==> config.mk <==
export PLATFORM = sky130hd
export DESIGN_NAME = hex_display_scanner
export DESIGN_NICKNAME = d
export VERILOG_FILES = /design/src/rtl/hex_display_scanner.sv
export SDC_FILE = /design/constraint.sdc
export NUM_CORES = 1
export LEC_CHECK = 0
export CAP_MARGIN = 0
export CORE_MARGIN = 2
export CORE_UTILIZATION = 50
export CTS_CLUSTER_DIAMETER = 150
export CTS_CLUSTER_SIZE = 12
export DETAILED_ROUTE_END_ITERATION = 16
export HOLD_SLACK_MARGIN = 0.15
export PLACE_DENSITY = 0.86
export SYNTH_ARGS = -nofsm -noshare
export SYNTH_HDL_FRONTEND = slang
export SYNTH_SLANG_ARGS = --single-unit
==> constraint.sdc <==
create_clock -name clk -period 2.6 [get_ports clk]
set_input_delay 0.52 -clock clk [delete_from_list [all_inputs] [get_ports clk]]
set_output_delay 0.52 -clock clk [all_outputs]
set_load 0.01 [all_outputs]
==> src/rtl/hex_display_scanner.sv <==
// Time-multiplexed hex 7-segment driver: prescaled digit scan, frame-synchronous
// value commit, leading-zero suppression, per-digit DP, blanking and polarity select.
module hex_display_scanner #(
    parameter int NUM_DIGITS  = 4,
    parameter int REFRESH_DIV = 50000,
    parameter bit ACTIVE_LOW  = 1'b1,
    parameter bit LZ_SUPPRESS = 1'b1
) (
    input  logic                    clk,
    input  logic                    rst,
    input  logic                    en,
    input  logic                    blank,
    input  logic                    load,
    input  logic [4*NUM_DIGITS-1:0] value,
    input  logic [NUM_DIGITS-1:0]   dp_in,
    output logic [6:0]              oSEG,
    output logic                    oDP,
    output logic [NUM_DIGITS-1:0]   oAN,
    output logic                    pending
);

    localparam int PW = (REFRESH_DIV > 1) ? $clog2(REFRESH_DIV) : 1;
    localparam int IW = (NUM_DIGITS > 1) ? $clog2(NUM_DIGITS) : 1;

    localparam logic [PW-1:0]         PRESC_LAST = PW'(REFRESH_DIV - 1);
    localparam logic [IW-1:0]         IDX_LAST   = IW'(NUM_DIGITS - 1);
    localparam logic [6:0]            SEG_OFF    = {7{ACTIVE_LOW}};
    localparam logic                  DP_OFF     = ACTIVE_LOW;
    localparam logic [NUM_DIGITS-1:0] AN_OFF     = {NUM_DIGITS{ACTIVE_LOW}};

    function automatic logic [6:0] hex_glyph(input logic [3:0] nib);
        case (nib)
            4'h0: hex_glyph = 7'h3F;
            4'h1: hex_glyph = 7'h06;
            4'h2: hex_glyph = 7'h5B;
            4'h3: hex_glyph = 7'h4F;
            4'h4: hex_glyph = 7'h66;
            4'h5: hex_glyph = 7'h6D;
            4'h6: hex_glyph = 7'h7D;
            4'h7: hex_glyph = 7'h07;
            4'h8: hex_glyph = 7'h7F;
            4'h9: hex_glyph = 7'h6F;
            4'hA: hex_glyph = 7'h77;
            4'hB: hex_glyph = 7'h7C;
            4'hC: hex_glyph = 7'h39;
            4'hD: hex_glyph = 7'h5E;
            4'hE: hex_glyph = 7'h79;
            4'hF: hex_glyph = 7'h71;
        endcase
    endfunction

    logic [PW-1:0]           r_presc;
    logic [IW-1:0]           r_idx;
    logic [4*NUM_DIGITS-1:0] r_stage;
    logic [NUM_DIGITS-1:0]   r_stage_dp;
    logic [4*NUM_DIGITS-1:0] r_disp;
    logic [NUM_DIGITS-1:0]   r_disp_dp;
    logic                    r_pending;
    logic [6:0]              r_seg;
    logic                    r_dp;
    logic [NUM_DIGITS-1:0]   r_an;

    logic                    w_tick;
    logic                    w_frame_tick;
    logic [NUM_DIGITS-1:0]   w_lz_blank;
    logic [3:0]              w_nib;
    logic                    w_sel_dp;
    logic                    w_sel_blank;
    logic                    w_on;
    logic [6:0]              w_seg_act;
    logic                    w_dp_act;
    logic [NUM_DIGITS-1:0]   w_an_act;

    assign w_tick       = en && (r_presc == PRESC_LAST);
    assign w_frame_tick = w_tick && (r_idx == IDX_LAST);

    always_ff @(posedge clk) begin
        if (rst) begin
            r_presc <= '0;
            r_idx   <= '0;
        end else if (w_tick) begin
            r_presc <= '0;
            r_idx   <= (r_idx == IDX_LAST) ? '0 : r_idx + IW'(1);
        end else if (en) begin
            r_presc <= r_presc + PW'(1);
        end
    end

    // NOTE: non-blocking assignments let a commit and a new load share one edge:
    // the display takes the staging value from before this edge's load.
    always_ff @(posedge clk) begin
        if (rst) begin
            r_stage    <= '0;
            r_stage_dp <= '0;
            r_disp     <= '0;
            r_disp_dp  <= '0;
            r_pending  <= 1'b0;
        end else begin
            if (w_frame_tick && r_pending) begin
                r_disp    <= r_stage;
                r_disp_dp <= r_stage_dp;
            end
            if (load) begin
                r_stage    <= value;
                r_stage_dp <= dp_in;
                r_pending  <= 1'b1;
            end else if (w_frame_tick) begin
                r_pending  <= 1'b0;
            end
        end
    end

    // A digit is a leading zero when it and every digit above it are zero.
    always_comb begin
        logic w_zero_run;
        w_zero_run = 1'b1;
        w_lz_blank = '0;
        for (int i = NUM_DIGITS - 1; i >= 0; i--) begin
            w_zero_run = w_zero_run && (r_disp[4*i +: 4] == 4'h0);
            if (LZ_SUPPRESS && i > 0) w_lz_blank[i] = w_zero_run;
        end
    end

    // NOTE: every output of this block is defaulted first so no latch is inferred.
    always_comb begin
        w_nib       = 4'h0;
        w_sel_dp    = 1'b0;
        w_sel_blank = 1'b0;
        for (int i = 0; i < NUM_DIGITS; i++) begin
            if (r_idx == IW'(i)) begin
                w_nib       = r_disp[4*i +: 4];
                w_sel_dp    = r_disp_dp[i];
                w_sel_blank = w_lz_blank[i];
            end
        end
    end

    assign w_on      = !blank && !w_sel_blank;
    assign w_seg_act = w_on ? hex_glyph(w_nib) : 7'h00;
    assign w_dp_act  = w_on && w_sel_dp;
    assign w_an_act  = w_on ? (NUM_DIGITS'(1) << r_idx) : '0;

    // Outputs are computed active-high, then flipped by XOR with the idle level.
    always_ff @(posedge clk) begin
        if (rst) begin
            r_seg <= SEG_OFF;
            r_dp  <= DP_OFF;
            r_an  <= AN_OFF;
        end else begin
            r_seg <= w_seg_act ^ SEG_OFF;
            r_dp  <= w_dp_act ^ DP_OFF;
            r_an  <= w_an_act ^ AN_OFF;
        end
    end

    assign oSEG    = r_seg;
    assign oDP     = r_dp;
    assign oAN     = r_an;
    assign pending = r_pending;

endmodule

-- After elaboration in Yosys (flattened, before gate mapping)
Memory sizes are Yosys's and may differ from the RTL's.
Index checks and enable logic that the tools add are counted.
- shift-type cells: 1
- bitwise logic cells: 3
- equal/unequal tests: 4
- muxes and demuxes: 16
- add/sub/neg operators: 2
- reductions and logical operators: 15
- operators by type and width (kind ; number):
    4-bit two-way mux ; 5
    16-bit by 1-bit adder with 16-bit output, second input constant ; 1
    16-bit equality test, second input constant ; 1
    4-bit logical NOT ; 3
    1-bit two-way mux ; 9
    1-bit logical AND ; 7
    7-bit two-way mux ; 1
    7-bit NOT ; 1
    2-bit equality test, second input constant ; 2
    4-bit NOT ; 1
    1-bit by 2-bit << shifter with 4-bit output, first input constant ; 1
    2-bit by 1-bit adder with 2-bit output, second input constant ; 1
    2-bit by 1-bit equality test with 1-bit output, second input constant ; 1
    1-bit logical NOT ; 2
    2-bit logical NOT ; 1
    2-bit two-way mux ; 1
    2-bit nonzero test ; 1
    2-bit OR reduction ; 1
    1-bit NOT ; 1
- flip-flop bits (word level): 71
- ROM bits: 112
- memories: 1
- output and inout bits: 13
- memory list (name ; words ; bits a word ; rd ports ; clocked after memory_dff ; write ports ; line ; text):
    (no name shown) ; 16 ; 7 ; 1 ; 0 ; 0 ; 32 ; case (nib)

-- Depth between registers and ports, before layout
- word-level depth: 10
- depth in mapped cells: 11

-- Worst setup path before layout
Ideal clock, no wire load.
- path type: reg-to-reg
- start: reg r_idx[1]
- end: reg r_seg[3], in the netlist oSEG[3]
- stages on the path, launching flop included: 12
- period minus slack after synthesis: 2.439 ns
- slack: 0.161 ns
- required time: 2.539 ns
- arrival time: 2.378 ns
- cells stage by stage: dfxtp_1 inv_1 ha_1 buf_2 nor2b_1 a22oi_1 a221oi_1 inv_1 ha_1 mux2i_1 mux2_2 nand2_1
- cells in the longest elaborated chain, start to end: 8
- RTL lines (item ; line ; text):
    start, declared ; 53 ; logic [IW-1:0] r_idx;
    start signal, assigned ; 83 ; r_idx <= (r_idx == IDX_LAST) ? '0 : r_idx + IW'(1);
    2-bit logical NOT / 2-bit by 1-bit equality test with 1-bit output (equally long branches) ; 130 ; if (r_idx == IW'(i)) begin
    4-bit two-way mux / 1-bit two-way mux (equally long branches) (3 in a row) ; 130 ;
    4-bit two-way mux / 1-bit logical NOT (equally long branches) ; 130, 138 ;
    memory 16 x 7 bit / 1-bit logical AND (equally long branches) ; - ;
    7-bit two-way mux (*) ; 139 ; assign w_seg_act = w_on ? hex_glyph(w_nib) : 7'h00;
    7-bit NOT (no source line) (*) ; - ;
    end signal, assigned ; 150 ; r_seg <= w_seg_act ^ SEG_OFF;
    end, declared ; 59 ; logic [6:0] r_seg;
Mark *: on every way between the ends. The rest lies on a longest branch, timed or not.
A chain may end at the register's enable or synchronous reset.

-- Final worst setup path
- start: reg r_idx[0]
- end: reg r_seg[3], in the netlist oSEG[3]
The elaborated chain is that of the path after synthesis.

==> metrics.md <==
| Metric | Value |
|---|---|
| Status | complete, no violations |
| Count leader, synth | dfxtp_1 |
| Residual DRC count | 0 |
| Crit path launch type | flip-flop |
| Post-route cell area | 3750 um^2 |
| Top_reg_cell synth | dfxtp_1 |
| Post-synth EDFFs | 0 |
| Clk_lat worst skew | roughly 0.34 ns |
| Top cell type by total area after synthesis | dfxtp_1 |
| Initial antenna violation count | 0 |
| Maximum vdd drop | ~0.36 mV |
| Die area | 6960 um^2 |
| Unrepaired setup endpoints after global routing | no |
| H-tree depth | 3 |
| Final worst path period share | 0.895 |
| Final slew viol count | 0 |
| Clock buffer depth | 2 |
| CTS Buf Count | 9 |
| Worst-path clk slew | ~0.070 ns |
| Synth Instances | 338 |
| Synthesized area | between 3000 and 4000 um^2 |
| Synthesized Nets | 374 |
| GRT Total Usage | 0.183 |
| Fin Hold WS | 0.461 ns |
| Layout Cells excl Fill | 458 |
| Switching share of power | 0.222 |
| Upper clock frequency limit | 430 MHz |
| Sink Count | 71 |
| Sw Pwr | 0.463 mW |
| Combinational power share | 0.060 |
| I/O Pins | 38 |
| Syn-to-layout area delta | 18.8% |
| Postcts setup bufs | 0 |
| Vias in the first global route | ~2.4k |
| Final #Nets | 414 |
| Grt ovf | 0 |
| First-pass DRT Iterations | 4 |
| Placed instance area | 3550 um^2 |
| Share of power burned in registers | 0.542 |
| Mapped Avg Cell Area | 9.33 um^2 |
| Total core area | roughly 6000 um^2 |
| Core Rows | 28 |
| Initial drt markers | 136 |
| TritonCTS clock tree | done |
| Vias per cell | 5.26 |
| Fin crit period | 2.33 ns |
| Clock Power Share | 0.398 |
| CTS Root Cell | clkbuf_8 |
| Crit end category | flip-flop |
| Post-synthesis sequential area ratio | 0.451 |
| Initial core utilization | 0.523 |
| Setup tns final | 0 ns |
| First-pass GRT wire length | about 11000 um |
| Final Hold Fails | 0 |
| Max-cap violations | 0 |
| Max_slew headroom | 0.606 |
| Internal power | 1.63 mW |
| Pin count of the biggest net entering global routing | 28 |
| Cells after DPL | 442 |
| CP Data Required Time | 2.89 ns |
| Post-DRT Antenna Nets | 0 |
| GPL Wtd Cong | 0.821 |
| Fill count | 486 |
| Final Skew | 0.00752 ns |
| Synth cell types | 45 |
| Worst Path Arrival | 2.61 ns |
| WL final | 5970 um |
| Crit path kind | flip-flop to flip-flop |
| Area fraction of the dominant cell type after synthesis | 0.451 |
| CP max FO | 6 |
| Post-synthesis async set-or-reset flop share | 0 |
| Antenna cells | 0 |
| Share of cells above drive strength 1 | 0.144 |
| Die Wd | 83.4 um |
| Worst Tran Pin Value | around 0.6 ns |
| Yosys warning total | 0 |
| Leak | 1.38 nW |
| DR WL/cell | approximately 13 um |
| Final setup viols | 0 |
| DP HPWL | between 4000 and 5000 um |
| Synth Register Bits | 71 |
| Total number of vias | approximately 2.4k |
| Worst Hold Class | flip-flop to flip-flop |
| Die Ht | 83.4 um |
| Power Density | approximately 560 nW/um^2 |
| Most frequent cells after synthesis | 71 x dfxtp_1, 59 x nand2_1, 38 x nor2_1 |
| Final core utilization | 0.622 |
| Port buffer count | 37 |
| Top cells by area, synth | dfxtp_1 45%, mux2i_1 8.3%, nand2_1 7.0% |
## layer usage
layer / part of all wire / vias up / track usage
li1: - / 1230 / -
met1: 0.44 / 1132 / 0.211
met2: 0.50 / 34 / 0.323
met3: 0.044 / 12 / 0.0646
met4: 0.017 / 0 / 0.0484
met5: 0 / - / 0
## critical path, stage by stage (launching register included)
cell and delay [ns]:
dfxtp_1 0.38, inv_1 0.10, ha_1 0.27, nor2b_1 0.17
a221oi_1 0.29, o31ai_1 0.12, buf_4 0.17, inv_1 0.10
ha_1 0.25, mux2i_1 0.10, mux2_2 0.26, nand2_1 0.06
## placed cells by master, fill, tap and decap left out, types with 2 or more instances in the layout
| master | instances |
|---|---|
| buf_4 | 10 |
| nor2_1 | 38 |
| nand2_1 | 59 |
| mux2i_1 | 26 |
| nand3b_1 | 4 |
| inv_1 | 10 |
| nor3_1 | 4 |
| a21oi_1 | 9 |
| nand3_1 | 6 |
| a21oi_2 | 20 |
| o21ai_0 | 5 |
| o221ai_1 | 6 |
| nor2b_1 | 5 |
| xor2_1 | 6 |
| or4b_4 | 2 |
| nor4_1 | 3 |
| nand4_1 | 3 |
| dfxtp_1 | 71 |
| clkbuf_8 | 9 |
| ha_1 | 11 |
| nor3b_1 | 3 |
| clkdlybuf4s50_1 | 36 |
| clkinv_2 | 3 |
| xnor2_1 | 7 |
| a311oi_1 | 2 |
| or3_1 | 3 |
## through the flow
step,power [mW],setup slack [ns]
3_3_place_gp,1.28,0.286
5_1_grt,2.18,0.0137
3_5_place_dp,1.28,0.190
2_1_floorplan,1.22,0.161
4_1_cts,2.11,0.218
6_report,2.09,0.272
## final cells by class
class | instances | area, um^2 | area share
clock buffers | 10 | 128 | 0.0340
clock inverters | 6 | 61.3 | 0.0164
inverters | 10 | 37.5 | 0.0100
multi-input cells | 239 | 1570 | 0.418
flip-flops and latches | 71 | 1420 | 0.379
well taps | 75 | 93.8 | 0.0250
repair buffers | 47 | 440 | 0.117
## logic make-up after synthesis
logic type / Yosys count / synth area share
and+or+nand+nor: 139 / 0.211
DFF: 71 / 0.451
AOI/OAI and AO/OA: 49 / 0.118
buffers and inverters: 28 / 0.0547
muxes: 27 / 0.0861
xor gates and xnor gates: 13 / 0.0361
adders and majority gates: 11 / 0.0436
## registers in the layout (all words and copies together), names as in the netlist
| name | flops |
|---|---|
| pending | 1 |
| r_presc | 16 |
| r_disp | 16 |
| oAN | 4 |
| r_stage | 16 |
| r_idx | 2 |
| r_stage_dp | 4 |
| r_disp_dp | 4 |
| oDP | 1 |
| oSEG | 7 |
## final timing paths
check	to	cells after the start	from	slack, ns
max	oSEG[3]	11	r_idx[0]	0.27
min	r_disp[5]	2	r_stage[5]	0.46
min reg2reg	r_disp[5]	2	r_stage[5]	0.46
max reg2reg	oSEG[3]	11	r_idx[0]	0.27
## power groups by stage
stage | Sequential [mW] | Clock, mW | Combinational (mW)
finish | 1.13 | 0.831 | 0.126
global route | 1.14 | 0.901 | 0.139
CTS | 1.13 | 0.848 | 0.127
detailed placement | 1.16 | 0 | 0.126
global placement | 1.16 | 0 | 0.124
floorplan | 1.16 | 0 | 0.0667
## timing repair
item,in CTS,in global routing
resized for setup,0,1
hold buffers,0,0
setup endpoints to repair,0,1
(Power assumes the default switching activity.)
